## src/rtl/id_ex_queue.sv

```systemverilog
// id_ex_queue: decode-to-execute circular queue with writeback operand patching
module id_ex_queue #(
  parameter int XLEN      = 32,
  parameter int DEPTH     = 2,
  parameter int CTRL_W    = 24,
  parameter int BYPASS_EN = 1
) (
  input  logic                         clk,
  input  logic                         rst,
  input  logic                         in_valid,
  output logic                         in_ready,
  input  logic [XLEN-1:0]              in_pc,
  input  logic [XLEN-1:0]              in_pcp4,
  input  logic [CTRL_W-1:0]            in_ctrl,
  input  logic [XLEN-1:0]              in_imm,
  input  logic [4:0]                   in_rs1,
  input  logic [4:0]                   in_rs2,
  input  logic [4:0]                   in_rd,
  input  logic [XLEN-1:0]              in_rs1_data,
  input  logic [XLEN-1:0]              in_rs2_data,
  input  logic                         wb_en,
  input  logic [4:0]                   wb_rd,
  input  logic [XLEN-1:0]              wb_data,
  input  logic                         flush,
  output logic                         out_valid,
  input  logic                         out_ready,
  output logic [XLEN-1:0]              out_pc,
  output logic [XLEN-1:0]              out_pcp4,
  output logic [XLEN-1:0]              out_imm,
  output logic [XLEN-1:0]              out_rs1_data,
  output logic [XLEN-1:0]              out_rs2_data,
  output logic [CTRL_W-1:0]            out_ctrl,
  output logic [4:0]                   out_rs1,
  output logic [4:0]                   out_rs2,
  output logic [4:0]                   out_rd,
  output logic [$clog2(DEPTH+1)-1:0]   count
);
  localparam int PW = $clog2(DEPTH);
  localparam int CW = $clog2(DEPTH+1);
  logic [PW-1:0]     head_q, tail_q;
  logic [CW-1:0]     count_q;
  logic [DEPTH-1:0]  vld_q;
  logic [XLEN-1:0]   pc_q [DEPTH];
  logic [XLEN-1:0]   pcp4_q [DEPTH];
  logic [XLEN-1:0]   imm_q [DEPTH];
  logic [XLEN-1:0]   rs1d_q [DEPTH];
  logic [XLEN-1:0]   rs2d_q [DEPTH];
  logic [CTRL_W-1:0] ctrl_q [DEPTH];
  logic [4:0]        rs1_q [DEPTH];
  logic [4:0]        rs2_q [DEPTH];
  logic [4:0]        rd_q [DEPTH];
  logic              enq, deq, wb_hit;
  logic [XLEN-1:0]   rs1_fwd, rs2_fwd;
  always_comb begin
    in_ready  = (count_q < CW'(DEPTH)) && !flush;
    out_valid = count_q != '0;
    enq       = in_valid && in_ready;
    deq       = out_valid && out_ready;
    wb_hit    = (BYPASS_EN != 0) && wb_en && (wb_rd != 5'd0);
    rs1_fwd   = (wb_hit && wb_rd == in_rs1) ? wb_data : in_rs1_data;
    rs2_fwd   = (wb_hit && wb_rd == in_rs2) ? wb_data : in_rs2_data;
    count        = count_q;
    out_pc       = out_valid ? pc_q[head_q]   : '0;
    out_pcp4     = out_valid ? pcp4_q[head_q] : '0;
    out_imm      = out_valid ? imm_q[head_q]  : '0;
    out_rs1_data = out_valid ? rs1d_q[head_q] : '0;
    out_rs2_data = out_valid ? rs2d_q[head_q] : '0;
    out_ctrl     = out_valid ? ctrl_q[head_q] : '0;
    out_rs1      = out_valid ? rs1_q[head_q]  : '0;
    out_rs2      = out_valid ? rs2_q[head_q]  : '0;
    out_rd       = out_valid ? rd_q[head_q]   : '0;
  end
  always_ff @(posedge clk) begin
    if (rst) begin
      head_q  <= '0;
      tail_q  <= '0;
      count_q <= '0;
      vld_q   <= '0;
      for (int i = 0; i < DEPTH; i++) begin
        pc_q[i]   <= '0;
        pcp4_q[i] <= '0;
        imm_q[i]  <= '0;
        rs1d_q[i] <= '0;
        rs2d_q[i] <= '0;
        ctrl_q[i] <= '0;
        rs1_q[i]  <= '0;
        rs2_q[i]  <= '0;
        rd_q[i]   <= '0;
      end
    end else if (flush) begin
      head_q  <= '0;
      tail_q  <= '0;
      count_q <= '0;
      vld_q   <= '0;
    end else begin
      for (int i = 0; i < DEPTH; i++) begin
        if (vld_q[i] && wb_hit && wb_rd == rs1_q[i]) rs1d_q[i] <= wb_data;
        if (vld_q[i] && wb_hit && wb_rd == rs2_q[i]) rs2d_q[i] <= wb_data;
      end
      // the tail slot is never valid while enqueueing, so this cannot clash with patching
      if (enq) begin
        pc_q[tail_q]   <= in_pc;
        pcp4_q[tail_q] <= in_pcp4;
        imm_q[tail_q]  <= in_imm;
        rs1d_q[tail_q] <= rs1_fwd;
        rs2d_q[tail_q] <= rs2_fwd;
        ctrl_q[tail_q] <= in_ctrl;
        rs1_q[tail_q]  <= in_rs1;
        rs2_q[tail_q]  <= in_rs2;
        rd_q[tail_q]   <= in_rd;
        vld_q[tail_q]  <= 1'b1;
        tail_q         <= tail_q + 1'b1;
      end
      if (deq) begin
        vld_q[head_q] <= 1'b0;
        head_q        <= head_q + 1'b1;
      end
      count_q <= count_q + CW'(enq) - CW'(deq);
    end
  end
endmodule

```

## config.mk

```make
export PLATFORM = sky130hd
export DESIGN_NAME = id_ex_queue
export DESIGN_NICKNAME = d
export VERILOG_FILES = /design/src/rtl/id_ex_queue.sv
export SDC_FILE = /design/constraint.sdc
export NUM_CORES = 1
export LEC_CHECK = 0
export BUFFER_PORTS_ARGS = -buffer_cell sky130_fd_sc_hd__buf_2
export CAP_MARGIN = 0
export CORE_MARGIN = 2
export CORE_UTILIZATION = 31
export DETAILED_ROUTE_END_ITERATION = 8
export GPL_TIMING_DRIVEN = 0
export PLACE_DENSITY = 0.58
export SLEW_MARGIN = 20
export SYNTH_ARGS = -nofsm -noshare
export SYNTH_HDL_FRONTEND = slang
export SYNTH_SLANG_ARGS = --single-unit
```

## constraint.sdc

```tcl
create_clock -name clk -period 4.34 [get_ports clk]
set_clock_uncertainty 0.15 [all_clocks]
set_input_delay 0.434 -clock clk [delete_from_list [all_inputs] [get_ports clk]]
set_output_delay 0.434 -clock clk [all_outputs]
set_load 0.005 [all_outputs]
```

# After elaboration in Yosys (flattened, before gate mapping)
# Memory sizes are Yosys's and may differ from the RTL's. A register that Yosys moved wholly into a read port is not among the register bits.
# Cells that the tools add are included.
# totals
regBits,6
ram_bits,398
elab_cells,144
n_memories,9
# mem_list
name,words,word_bits,rd,rd_clocked_by_memory_dff,wr,line_no,rtl
imm_q,2,32,1,1,2,45,logic [XLEN-1:0] imm_q [DEPTH];
pc_q,2,32,1,1,2,43,logic [XLEN-1:0] pc_q [DEPTH];
pcp4_q,2,32,1,1,2,44,logic [XLEN-1:0] pcp4_q [DEPTH];
rs1d_q,2,32,1,1,3,46,logic [XLEN-1:0] rs1d_q [DEPTH];
rs2d_q,2,32,1,1,3,47,logic [XLEN-1:0] rs2d_q [DEPTH];
ctrl_q,2,24,1,1,2,48,logic [CTRL_W-1:0] ctrl_q [DEPTH];
+3 memories,--,--,--,--,--,--,
# classes
n_addsub,4
n_lt_le_gt_ge,5
eq_ne,6
mux,84
bitwise_logic,7
reduce_logical,25
# ops
cell,n
two-way mux 32 bit,14
OR reduction 32 bit,3
two-way mux 1 bit,56
two-way mux 24 bit,2
equality test 5 bit,6
two-way mux 5 bit,6
OR reduction 24 bit,1
OR reduction 5 bit,3
logical AND 1 bit,14
two-way mux 2 bit,4
nonzero test 5 bit,1
"less-than comparator 1 x 2 -> 1 bit, second input constant",2
OR 1 bit,4
"adder 1 bit, second input constant",2
adder 2 x 1 -> 2 bit,1
bitwise AND 2 bit,1
demux 1 bit (select 1 bit),2
">= comparator 1 bit, second input constant",2
"less-than comparator 2 bit, second input constant",1
inverter 2 bit,1
OR 2 bit,1
nonzero test 2 bit,1
OR reduction 2 bit,1
subtractor 2 x 1 -> 2 bit,1
logical NOT 1 bit,1

# Depth between registers and ports, before layout
# Gate-level depths: netlist of the first run.
# depth
depth_word,10
mapped_depth,10
mapped_depth_nobuf,10

# Worst setup path after synthesis of the first run
# OpenSTA, ideal clock, no wires.
# synth_path
path_kind,input to register
from,in wb_rd[3]
to,mem rs2d_q[0][0] (enable)
setup_ns,0.470
arrival_ns,3.702
path_slack_ns,0.018
stages,4
path_cell_list,buf_2 -> xor2_1 -> or4_1 -> o31ai_1
# synth_lines
item,line_no,rtl
start: declaration,22,"input logic [4:0] wb_rd,"
end: declaration,47,

# Final worst setup path of the first run
# layout_path
from,reg count_q[1] (netlist: count[1])
to,out out_rs1_data[5]
# layout_between
elab_chain_len,2
# layout_lines
item,line_no,rtl
start: declaration,41,logic [CW-1:0] count_q;
start signal: assignment,118,count_q <= count_q + CW'(enq) - CW'(deq);
nonzero test 2 bit,56,out_valid = count_q != '0;
two-way mux 32 bit,66,out_rs1_data = out_valid ? rs1d_q[head_q] : '0;
end: declaration,30,"output logic [XLEN-1:0] out_rs1_data,"
# No other way between the ends.

==> impl_metrics.json, run 1 <==
{
  "status": "completed",
  "worstHoldEndpoint": "rs2d_q[1][4]",
  "routed_wirelength_mm": 60.0,
  "fmaxAchievable_mhz": 250,
  "grt_antenna_before_repair": 19,
  "std_cell_rows": 91,
  "clock_sinks": 405,
  "setup_violations_final": 0,
  "ys_dominant_reg_cell": "edfxtp_1",
  "gr-usage-all-layers_pct": 18.2,
  "final-hold-violation-count": 0,
  "power_leakage_nw": 10.5,
  "synthMuxAreaShare_pct": 13.7,
  "syn_to_final_growth_pct": 33.7,
  "setup_ws_ns": 0.348,
  "finalCriticalPeriod_ns": 3.99,
  "tightest_slew_ns": 1.11,
  "maxCapViolCount": 0,
  "syn-instance-count": 1478,
  "coreArea_sq_mm": 0.0615,
  "starting_density_of_the_core_pct": 31.3,
  "postSynthAreaPerCell_sq_um": 13.0,
  "synth_xor_xnor_area_share_pct": 1.55,
  "clkTransAtPathRegs_ns": 0.06,
  "viasPerCell": 4.72,
  "proportion_of_layout_cells_with_a_drive_suffix_above_1_pct": 26.1,
  "place.detailed.hpwl_mm": 43.0,
  "gp_routability_congestion": 0.824,
  "final_common_cell": "buf_2",
  "antenna_violating_nets_post_route": 0,
  "first_pass_iters": 5,
  "die_area_sq_mm": 0.0640,
  "cts_max_level": 2,
  "ys_types": 40,
  "dieWidth_microns": 253,
  "drv_slew": 0,
  "dp_slack_ns": 0.617,
  "met2RoutedLength_mm": 29.3,
  "critical_path.cell_chain": "nor2_1 -> clkbuf_1 -> clkbuf_2 -> clkbuf_1 -> nor2_1 -> buf_2",
  "source_of_the_worst_register_to_register_timing_path": "vld_q[1]",
  "hold_class": "in2reg",
  "number_of_buffers_and_inverters_on_the_critical_path": 4,
  "cts_tree": "yes",
  "critical_path_fanouts_max": 10,
  "met3RoutedLength_mm": 5.00,
  "grt_setup_unrepaired": "no",
  "number_of_enable_type_register_cells_in_the_synthesized_netlist": 398,
  "cts_setup_buffers": 0,
  "regToRegSetupSlack_ns": 1.56,
  "i_o_pin_total": 445,
  "wl_per_cell_microns": 20.2,
  "clock_path_buffers": 3,
  "cts_buffers": 47,
  "synth_async_sr_flop_share_pct": 0,
  "critical_path.endpoint_type": "output pin",
  "worstSetupPathType": "reg2out",
  "totalPowerFinal_mw": 9.24,
  "max_stage_delay_ns": 0.67,
  "worstPathRequired_ns": 3.76,
  "numnets_final": 2380,
  "final.setup.tns_ns": 0,
  "grt_pass1_wl_mm": 87.8,
  "maximum_number_of_pins_on_one_net_before_global_route_repair": 92,
  "ys_warn_count": 0,
  "crit_path_top_delay_cell": "clkbuf_1",
  "top_layer_used": "met5",
  "die-height_microns": 253,
  "detailroute.via_count": 14000,
  "clock_insertion_delay_worst_skew_ns": 0.59,
  "synth-compound-area-share_pct": 3.53,
  "synth_cell_area_sq_mm": 0.0192,
  "power-per-cell-area_mw_per_mm2": 360,
  "power.ir.vdd_worst_uv": 279,
  "ys_seq_area_share_pct": 62.9,
  "holdCritStartpoint": "in_rs2_data[4]",
  "initialDrtViolationCount": 738,
  "hold_path_depth": 3,
  "synth_fa_ha_area_share_pct": 0.130,
  "dominant_combinational_cell_family_by_area_after_synthesis": "simple AND/OR/NAND/NOR gates",
  "first_global_vias": 14500,
  "critical_path.top_delay_family": "buffers and inverters",
  "most_frequent_cells_in_the_layout": "466 x buf_2, 398 x edfxtp_1, 273 x nor2_1",
  "globalRoute.totalOverflow": 0,
  "final.period_utilization_pct": 92.0,
  "timing.slew.headroom_pct": 25.8,
  "synth-simple-area-share_pct": 15.6,
  "cp-start-kind": "register",
  "numPortBuffers": 439,
  "worstRegToRegCells": 4,
  "synth.ff_latch_count": 405,
  "root_buf_cell": "clkbuf_16",
  "r2r_end": "rs2d_q[1][14]",
  "timing.critical_path.arrival_ns": 3.41,
  "met1Wirelength_mm": 24.4,
  "drt_drc_violations_left": 0,
  "syn-num-nets": 1722
}
metal layers:
layer  vias to the layer above  GRT usage [%]
li1                       6587              -
met1                      6871           22.5
met2                       462           31.5
met3                        87           5.27
met4                        22           4.06
met5                         -              0
Yosys cell counts (2+ instances only):
cell / instances / area share (%)
inv_1: 7 / 0.14
nor2b_1: 2 / 0.065
mux2i_1: 263 / 14
nor4_2: 2 / 0.13
a21oi_1: 4 / 0.10
buf_1: 13 / 0.25
and2_1: 271 / 8.8
ha_1: 2 / 0.13
a22o_1: 64 / 2.9
nor2_1: 273 / 5.3
buf_4: 6 / 0.23
xor2_1: 14 / 0.64
nand4_1: 4 / 0.13
o31ai_2: 2 / 0.13
dfxtp_1: 7 / 0.73
nor3_2: 2 / 0.10
xnor2_1: 20 / 0.91
nor4_1: 2 / 0.065
nand2b_1: 3 / 0.098
clkbuf_1: 59 / 1.2
buf_2: 27 / 0.70
nand2_1: 7 / 0.14
nor3_4: 2 / 0.17
nand3_1: 6 / 0.16
edfxtp_1: 398 / 62
nor3_1: 4 / 0.10
per-stage QoR:
| stage | hold slack, ns | cell area (sq um) | std cells | utilization, % |
|---|---|---|---|---|
| final | 0.0384 | 25700 | 2971 | 41.8 |
| after CTS | 0.000188 | 25700 | 2962 | 41.8 |
| after global routing | 0.0110 | 25700 | 2964 | 41.8 |
| after floorplan | 0.309 | 19200 | 1478 | - |
| after detailed placement | 0.338 | 22600 | 2715 | 36.8 |
| after global placement | 0.331 | 22400 | 2707 | 36.4 |
flip-flops by register name, indices dropped and copies added (netlist names), 2 cells and up, named ones only:
signal	flops
imm_q	64
pc_q	64
pcp4_q	64
rs1d_q	64
rs2d_q	64
ctrl_q	48
rd_q	10
rs1_q	10
rs2_q	10
count	2
vld_q	2
cell families (layout without fill, tap and decap cells):
group,after synthesis,count (layout)
AO/OA/AOI/OAI,77,77
XOR/XNOR,34,34
adder cells (fa/ha/maj),2,2
buffers and inverters,113,807
flip-flops,405,405
multiplexers,263,263
other,0,9
AND/OR/NAND/NOR,584,584
worst max path at each step:
| stage | end | cells after the start | start | slack [ns] |
|---|---|---|---|---|
| 3_3_place_gp | rs2d_q[0][11] | 4 | flush | -2.60 |
| 2_1_floorplan | rs2d_q[0][0] | 4 | wb_rd[3] | 0.02 |
| 5_1_grt | out_rs1_data[6] | 6 | count[1] | 0.13 |
| 4_1_cts | out_rs1_data[5] | 6 | count[1] | 0.06 |
| 6_report | out_rs1_data[5] | 6 | count[1] | 0.35 |
| 3_5_place_dp | out_rs1_data[5] | 6 | register | 0.62 |
where the power goes:
group | total, mW | switching [mW] | internal, mW
sequential | 4.57 | 0.0575 | 4.51
combinational | 0.889 | 0.497 | 0.392
clock | 3.78 | 1.66 | 2.13
cell type report:
cell class                 count  area, sq um
multi-input combinational    960         6660
clock inverter                28          225
sequential                   405        12100
fill                        5893        35800
buffer                       106          464
timing repair buffer         609         3990
inverter                       7         41.3
antenna                        9         22.5
tap                          790          988
clock buffer                  57         1210
tightest hold or removal path: stages:
cell     delay, ns
buf_2         0.09
mux2i_1       0.06
nor2_1        0.07
what timing repair did:
item | CTS | global route
endpoints found under the setup margin | 2 | 0
endpoints found under the hold margin | 306 | 0
resized for setup | 1 | 0
hold buffers | 162 | 0
No activity file was read; power rests on OpenSTA's default activity.
==> inputs of run 2 (changes only) <==
==> constraint.sdc (replaced) <==
create_clock -name clk -period 4.34 [get_ports clk]
set_clock_uncertainty 0.15 [all_clocks]
set_input_delay 0 -clock clk [delete_from_list [all_inputs] [get_ports clk]]
set_output_delay 0 -clock clk [all_outputs]
set_load 0.005 [all_outputs]
==> run 2 against run 1 <==
Compared with the run above: sequential share of layout area down 1.9 points; count of clock-buffer cells in the layout unchanged; critical path depth did not move.
==> impl_metrics.json, run 2 (same netlist as run 1, synthesis figures left out) <==
{
  "status": "completed",
  "top_layer_used": "met5",
  "critical_path.endpoint_type": "output pin",
  "dp_slack_ns": 1.05,
  "setup_violations_final": 0,
  "maxCapViolCount": 0,
  "fmaxAchievable_mhz": 262,
  "std_cell_rows": 91,
  "totalPowerFinal_mw": 9.32,
  "fin_area_sq_mm": 0.0268,
  "coreArea_sq_mm": 0.0615,
  "cts_tree": "yes",
  "setup_ws_ns": 0.528,
  "grt_antenna_before_repair": 6,
  "cp-start-kind": "register",
  "worstSetupPathType": "reg2out",
  "cts_max_level": 2,
  "globalRoute.totalOverflow": 0,
  "clock_insertion_delay_worst_skew_ns": 0.59,
  "drt_drc_violations_left": 0,
  "hold_class": "in2reg",
  "numnets_final": 2491,
  "routed_wirelength_mm": 61.0,
  "cts_buffers": 47,
  "starting_density_of_the_core_pct": 31.3,
  "dieWidth_microns": 253,
  "met1Wirelength_mm": 25.6,
  "antenna_violating_nets_post_route": 0,
  "clock_path_buffers": 3,
  "timing.critical_path.arrival_ns": 3.66,
  "detailroute.via_count": 14400,
  "final_common_cell": "buf_2",
  "worstPathRequired_ns": 4.19,
  "gp_routability_congestion": 0.824,
  "drv_slew": 0,
  "critical_path_fanouts_max": 10,
  "grt_pass1_wl_mm": 89.7,
  "wl_per_cell_microns": 19.8,
  "die-height_microns": 253,
  "power-per-cell-area_mw_per_mm2": 348,
  "postCtsHoldBufs": 273,
  "proportion_of_layout_cells_with_a_drive_suffix_above_1_pct": 24.8,
  "met3RoutedLength_mm": 4.15,
  "maximum_number_of_pins_on_one_net_before_global_route_repair": 92,
  "power_leakage_nw": 11.0,
  "viasPerCell": 4.68,
  "cts_setup_buffers": 0,
  "final.hold.worst_slack_ns": 0.0773,
  "dpl_cell_area_sq_mm": 0.0226,
  "final-hold-violation-count": 0,
  "syn_to_final_growth_pct": 39.4,
  "met2RoutedLength_mm": 29.9,
  "initialDrtViolationCount": 791,
  "finalCriticalPeriod_ns": 3.81,
  "tightest_slew_ns": 1.08,
  "first_global_vias": 15100,
  "root_buf_cell": "clkbuf_16",
  "numPortBuffers": 439,
  "power.ir.vdd_worst_uv": 279,
  "grt_setup_unrepaired": "no",
  "clock_sinks": 405,
  "timing.slew.headroom_pct": 27.3,
  "final.setup.tns_ns": 0,
  "final.period_utilization_pct": 87.8,
  "gr-usage-all-layers_pct": 18.5,
  "clkTransAtPathRegs_ns": 0.06,
  "cts_repair_resize_count": 0,
  "place.detailed.hpwl_mm": 43.0,
  "die_area_sq_mm": 0.0640,
  "i_o_pin_total": 445,
  "most_frequent_cells_in_the_layout": "466 x buf_2, 398 x edfxtp_1, 273 x nor2_1, 273 x dlygate4sd3_1, 271 x and2_1",
  "first_pass_iters": 5
}
==> run 2: final timing paths <==
kind,startpoint,endpoint,slack [ns],cells past startpoint
worst max-delay path,register,out_rs1_data[5],0.53,6
worst min-delay path,in_pc[24],pc_q[1][24],0.08,3
worst max register to register,count[1],rs2d_q[0][22],1.11,8
worst min register to register,head_q,head_q,0.42,2
==> run 2: layer usage <==
layer / GRT usage, % / up-vias
li1: - / 6790
met1: 23.0 / 7053
met2: 32.1 / 453
met3: 4.68 / 79
met4: 4.68 / 8
met5: 0 / -
==> run 2: final cells by class <==
type	instances	area [sq um]
antenna	3	7.51
buffer	106	463
clock buffer	57	1210
clock inverter	28	225
fill	5805	34700
inverter	7	41.3
multi-input combinational	960	6660
sequential	405	12100
tap	790	988
timing repair buffer	720	5100
==> run 2: per-stage QoR <==
| stage | std cells | util [%] |
|---|---|---|
| 3_5_place_dp | 2715 | 36.8 |
| 5_1_grt | 3075 | 43.6 |
| 2_1_floorplan | 1478 | - |
| 3_3_place_gp | 2707 | 36.4 |
| 4_1_cts | 3073 | 43.6 |
| 6_report | 3076 | 43.6 |
==> run 2: where the power goes <==
| part | switching (mW) | leakage [nW] | internal (mW) |
|---|---|---|---|
| Sequential | 0.0575 | 4.23 | 4.51 |
| Clock | 1.66 | 0.699 | 2.13 |
| Combinational | 0.517 | 6.11 | 0.444 |
==> run 2: critical path, cell delays in order (launching register included) <==
cell	delay, ns
dfxtp_1	0.30
clkbuf_1	0.54
clkbuf_1	0.81
buf_1	0.75
mux2i_1	0.17
nor2_1	0.31
buf_2	0.19
==> inputs of run 3 (changes only) <==
--- a/config.mk
+++ b/config.mk
@@ -5,13 +5,14 @@
 export SDC_FILE = /design/constraint.sdc
 export NUM_CORES = 1
 export LEC_CHECK = 0
+export ABC_AREA = 1
 export BUFFER_PORTS_ARGS = -buffer_cell sky130_fd_sc_hd__buf_2
 export CAP_MARGIN = 0
 export CORE_MARGIN = 2
 export CORE_UTILIZATION = 31
 export DETAILED_ROUTE_END_ITERATION = 8
 export GPL_TIMING_DRIVEN = 0
-export PLACE_DENSITY = 0.58
+export PLACE_DENSITY = 0.57
 export SLEW_MARGIN = 20
 export SYNTH_ARGS = -nofsm -noshare
 export SYNTH_HDL_FRONTEND = slang
==> run 3 against run 2 <==
Compared with the run above: via count is 34% higher; first-iteration DRC count increased by 100%; global-route usage up 3.5 points; synthesized cell count is 57% higher; highest routed layer unchanged.
==> impl_metrics.json, run 3 <==
{
  "synth.top_cells.by_area": "edfxtp_1 59%, nand2_1 12%, nand3_1 8.0%",
  "clock_path_buffers": 3,
  "num-fill-cells": 6395,
  "final-hold-violation-count": 0,
  "total_switching_power_mw": 2.32,
  "antenna_violating_nets_post_route": 0,
  "fin_util_pct": 43.2,
  "critical_path.top_delay_family": "buffers and inverters",
  "dp_slack_ns": 0.978,
  "tightest_slew_ns": 1.12,
  "number_of_enable_type_register_cells_in_the_synthesized_netlist": 398,
  "first_pass_iters": 5,
  "crit_path_top_delay_cell": "dlygate4sd3_1",
  "numnets_final": 3337,
  "max_stage_delay_ns": 0.65,
  "clock_insertion_delay_worst_skew_ns": 0.60,
  "power_leakage_nw": 13.0,
  "root_buf_cell": "clkbuf_16",
  "power.ir.vdd_worst_uv": 213,
  "numPortBuffers": 440,
  "place.detailed.hpwl_mm": 53.3,
  "timing.critical_path.arrival_ns": 3.91,
  "starting_density_of_the_core_pct": 31.5,
  "pwr-share-clk_pct": 39.5,
  "i_o_pin_total": 445,
  "synthMostInstantiatedCell": "nand2_1",
  "cts_tree": "yes",
  "gr-usage-all-layers_pct": 22.1,
  "ys_warn_count": 0,
  "p_sw_share_pct": 25.1,
  "die_area_sq_mm": 0.0678,
  "fmaxAchievable_mhz": 262,
  "globalRoute.totalOverflow": 0,
  "regArea_sq_mm": 0.0121,
  "synth_top_cell_area_share_pct": 58.7,
  "finalCriticalPeriod_ns": 3.81,
  "final.period_utilization_pct": 87.9,
  "maxCapViolCount": 0,
  "initialDrtViolationCount": 1600,
  "seqPwrFrac_pct": 49.2,
  "postCtsHoldBufs": 272,
  "final.setup.tns_ns": 0,
  "drv_slew": 0,
  "ys_dominant_reg_cell": "edfxtp_1",
  "syn_to_final_growth_pct": 37.4,
  "relative_contribution_of_combinational_cells_to_total_power_pct": 11.3,
  "synth_cell_area_sq_mm": 0.0204,
  "critical_path.endpoint_type": "register",
  "post_synth_most_frequent_cells": "631 x nand2_1, 398 x edfxtp_1, 327 x nand3_1, 289 x nor2_1, 256 x inv_1",
  "hold_class": "in2reg",
  "critical_path_fanouts_max": 76,
  "cp-start-kind": "register",
  "std_cell_rows": 93,
  "number_of_buffers_and_inverters_on_the_critical_path": 4,
  "grt_antenna_before_repair": 11,
  "syn-instance-count": 2326,
  "power-per-cell-area_mw_per_mm2": 330,
  "grt_setup_unrepaired": "no",
  "ys_seq_area_share_pct": 59.4,
  "final.hold.worst_slack_ns": 0.0836,
  "cts_repair_resize_count": 0,
  "drt_drc_violations_left": 0,
  "cts_setup_buffers": 0,
  "proportion_of_layout_cells_with_a_drive_suffix_above_1_pct": 20.3,
  "syn-num-nets": 2570,
  "final_common_cell": "nand2_1",
  "setup_violations_final": 0,
  "multi_input_comb_area_sq_mm": 0.00655,
  "detailroute.via_count": 19300,
  "gp_routability_congestion": 0.867,
  "critical_path.cell_chain": "nor2_2 -> nand2_1 -> dlygate4sd3_1 -> nor2_1 -> nand2_1 -> buf_2 -> buf_2 -> nand2_8 -> buf_16",
  "setup_ws_ns": 0.527,
  "cellInternalPower_mw": 6.92,
  "cts_buffers": 46,
  "clock_sinks": 405,
  "synth.ff_latch_count": 405,
  "timing.slew.headroom_pct": 25.6,
  "worstSetupPathType": "reg2reg",
  "viasPerCell": 4.83,
  "synth_async_sr_flop_share_pct": 0,
  "synth_top_area_cell": "edfxtp_1",
  "most_frequent_cells_in_the_layout": "629 x nand2_1, 522 x buf_2, 398 x edfxtp_1",
  "postSynthAreaPerCell_sq_um": 8.76,
  "wl_per_cell_microns": 19.3,
  "dieWidth_microns": 260,
  "routed_wirelength_mm": 77.2,
  "die-height_microns": 260,
  "first_global_vias": 18800,
  "grt_pass1_wl_mm": 113,
  "status": "completed",
  "clkTransAtPathRegs_ns": 0.06,
  "worstPathRequired_ns": 4.44,
  "coreArea_sq_mm": 0.0647,
  "maximum_number_of_pins_on_one_net_before_global_route_repair": 77,
  "cts_max_level": 2,
  "ys_types": 27
}
run 3: layout make-up:
type	count	share of cell area [%]
Inverter	262	3.52
Clock inverter	24	0.675
Multi-Input combinational cell	1502	23.4
Timing Repair Buffer	719	18.2
Buffer	157	2.85
Antenna cell	11	0.0984
Clock buffer	55	4.24
Tap cell	855	3.82
Sequential cell	405	43.2
run 3: logic make-up after synthesis:
| kind of cell | after synthesis | share of synthesized area (%) |
|---|---|---|
| simple gates | 1266 | 25.8 |
| xor+xnor | 10 | 0.430 |
| fa+ha+maj | 2 | 0.123 |
| flops | 405 | 59.4 |
| compound gates | 224 | 5.58 |
| buf+inv | 419 | 8.74 |
run 3: path summary, 6_finish.rpt:
path	from	endpoint	slack, ns	cells past startpoint
setup / recovery	count[1]	imm_q[0][30]	0.53	9
hold / removal	wb_rd[4]	rs2d_q[1][31]	0.08	6
setup reg to reg	count[1]	imm_q[0][30]	0.53	9
hold reg to reg	vld_q[1]	vld_q[1]	0.32	2
run 3: worst min-delay path: stages:
cell and delay (ns):
buf_2 0.15, nand2_1 0.09, a21oi_2 0.17, nand3_1 0.13, nand3_1 0.08, nand2_1 0.07
run 3: power by group through the flow:
| stage | logic, mW | clock network, mW | registers (mW) |
|---|---|---|---|
| finish | 1.04 | 3.65 | 4.55 |
| global placement | 0.827 | 0 | 4.66 |
| global route | 1.14 | 3.86 | 4.57 |
| floorplan | 0.417 | 0 | 4.63 |
| CTS | 1.04 | 3.69 | 4.55 |
| detailed placement | 0.854 | 0 | 4.63 |
run 3: per-stage QoR:
step | instance area [sq um] | instances | power [mW]
global placement | 23600 | 3621 | 5.48
detailed placement | 23900 | 3628 | 5.49
CTS | 27900 | 3979 | 9.28
global route | 28000 | 3985 | 9.56
floorplan | 20400 | 2326 | 5.05
finish | 28000 | 3990 | 9.24
run 3: per-layer routing:
| layer | wire length, microns | vias up | track usage, % |
|---|---|---|---|
| met5 | 11 | - | 0 |
| met1 | 31600 | 9162 | 28.3 |
| li1 | - | 9144 | - |
| met3 | 6050 | 145 | 4.25 |
| met2 | 37500 | 834 | 37.9 |
| met4 | 2100 | 2 | 6.22 |
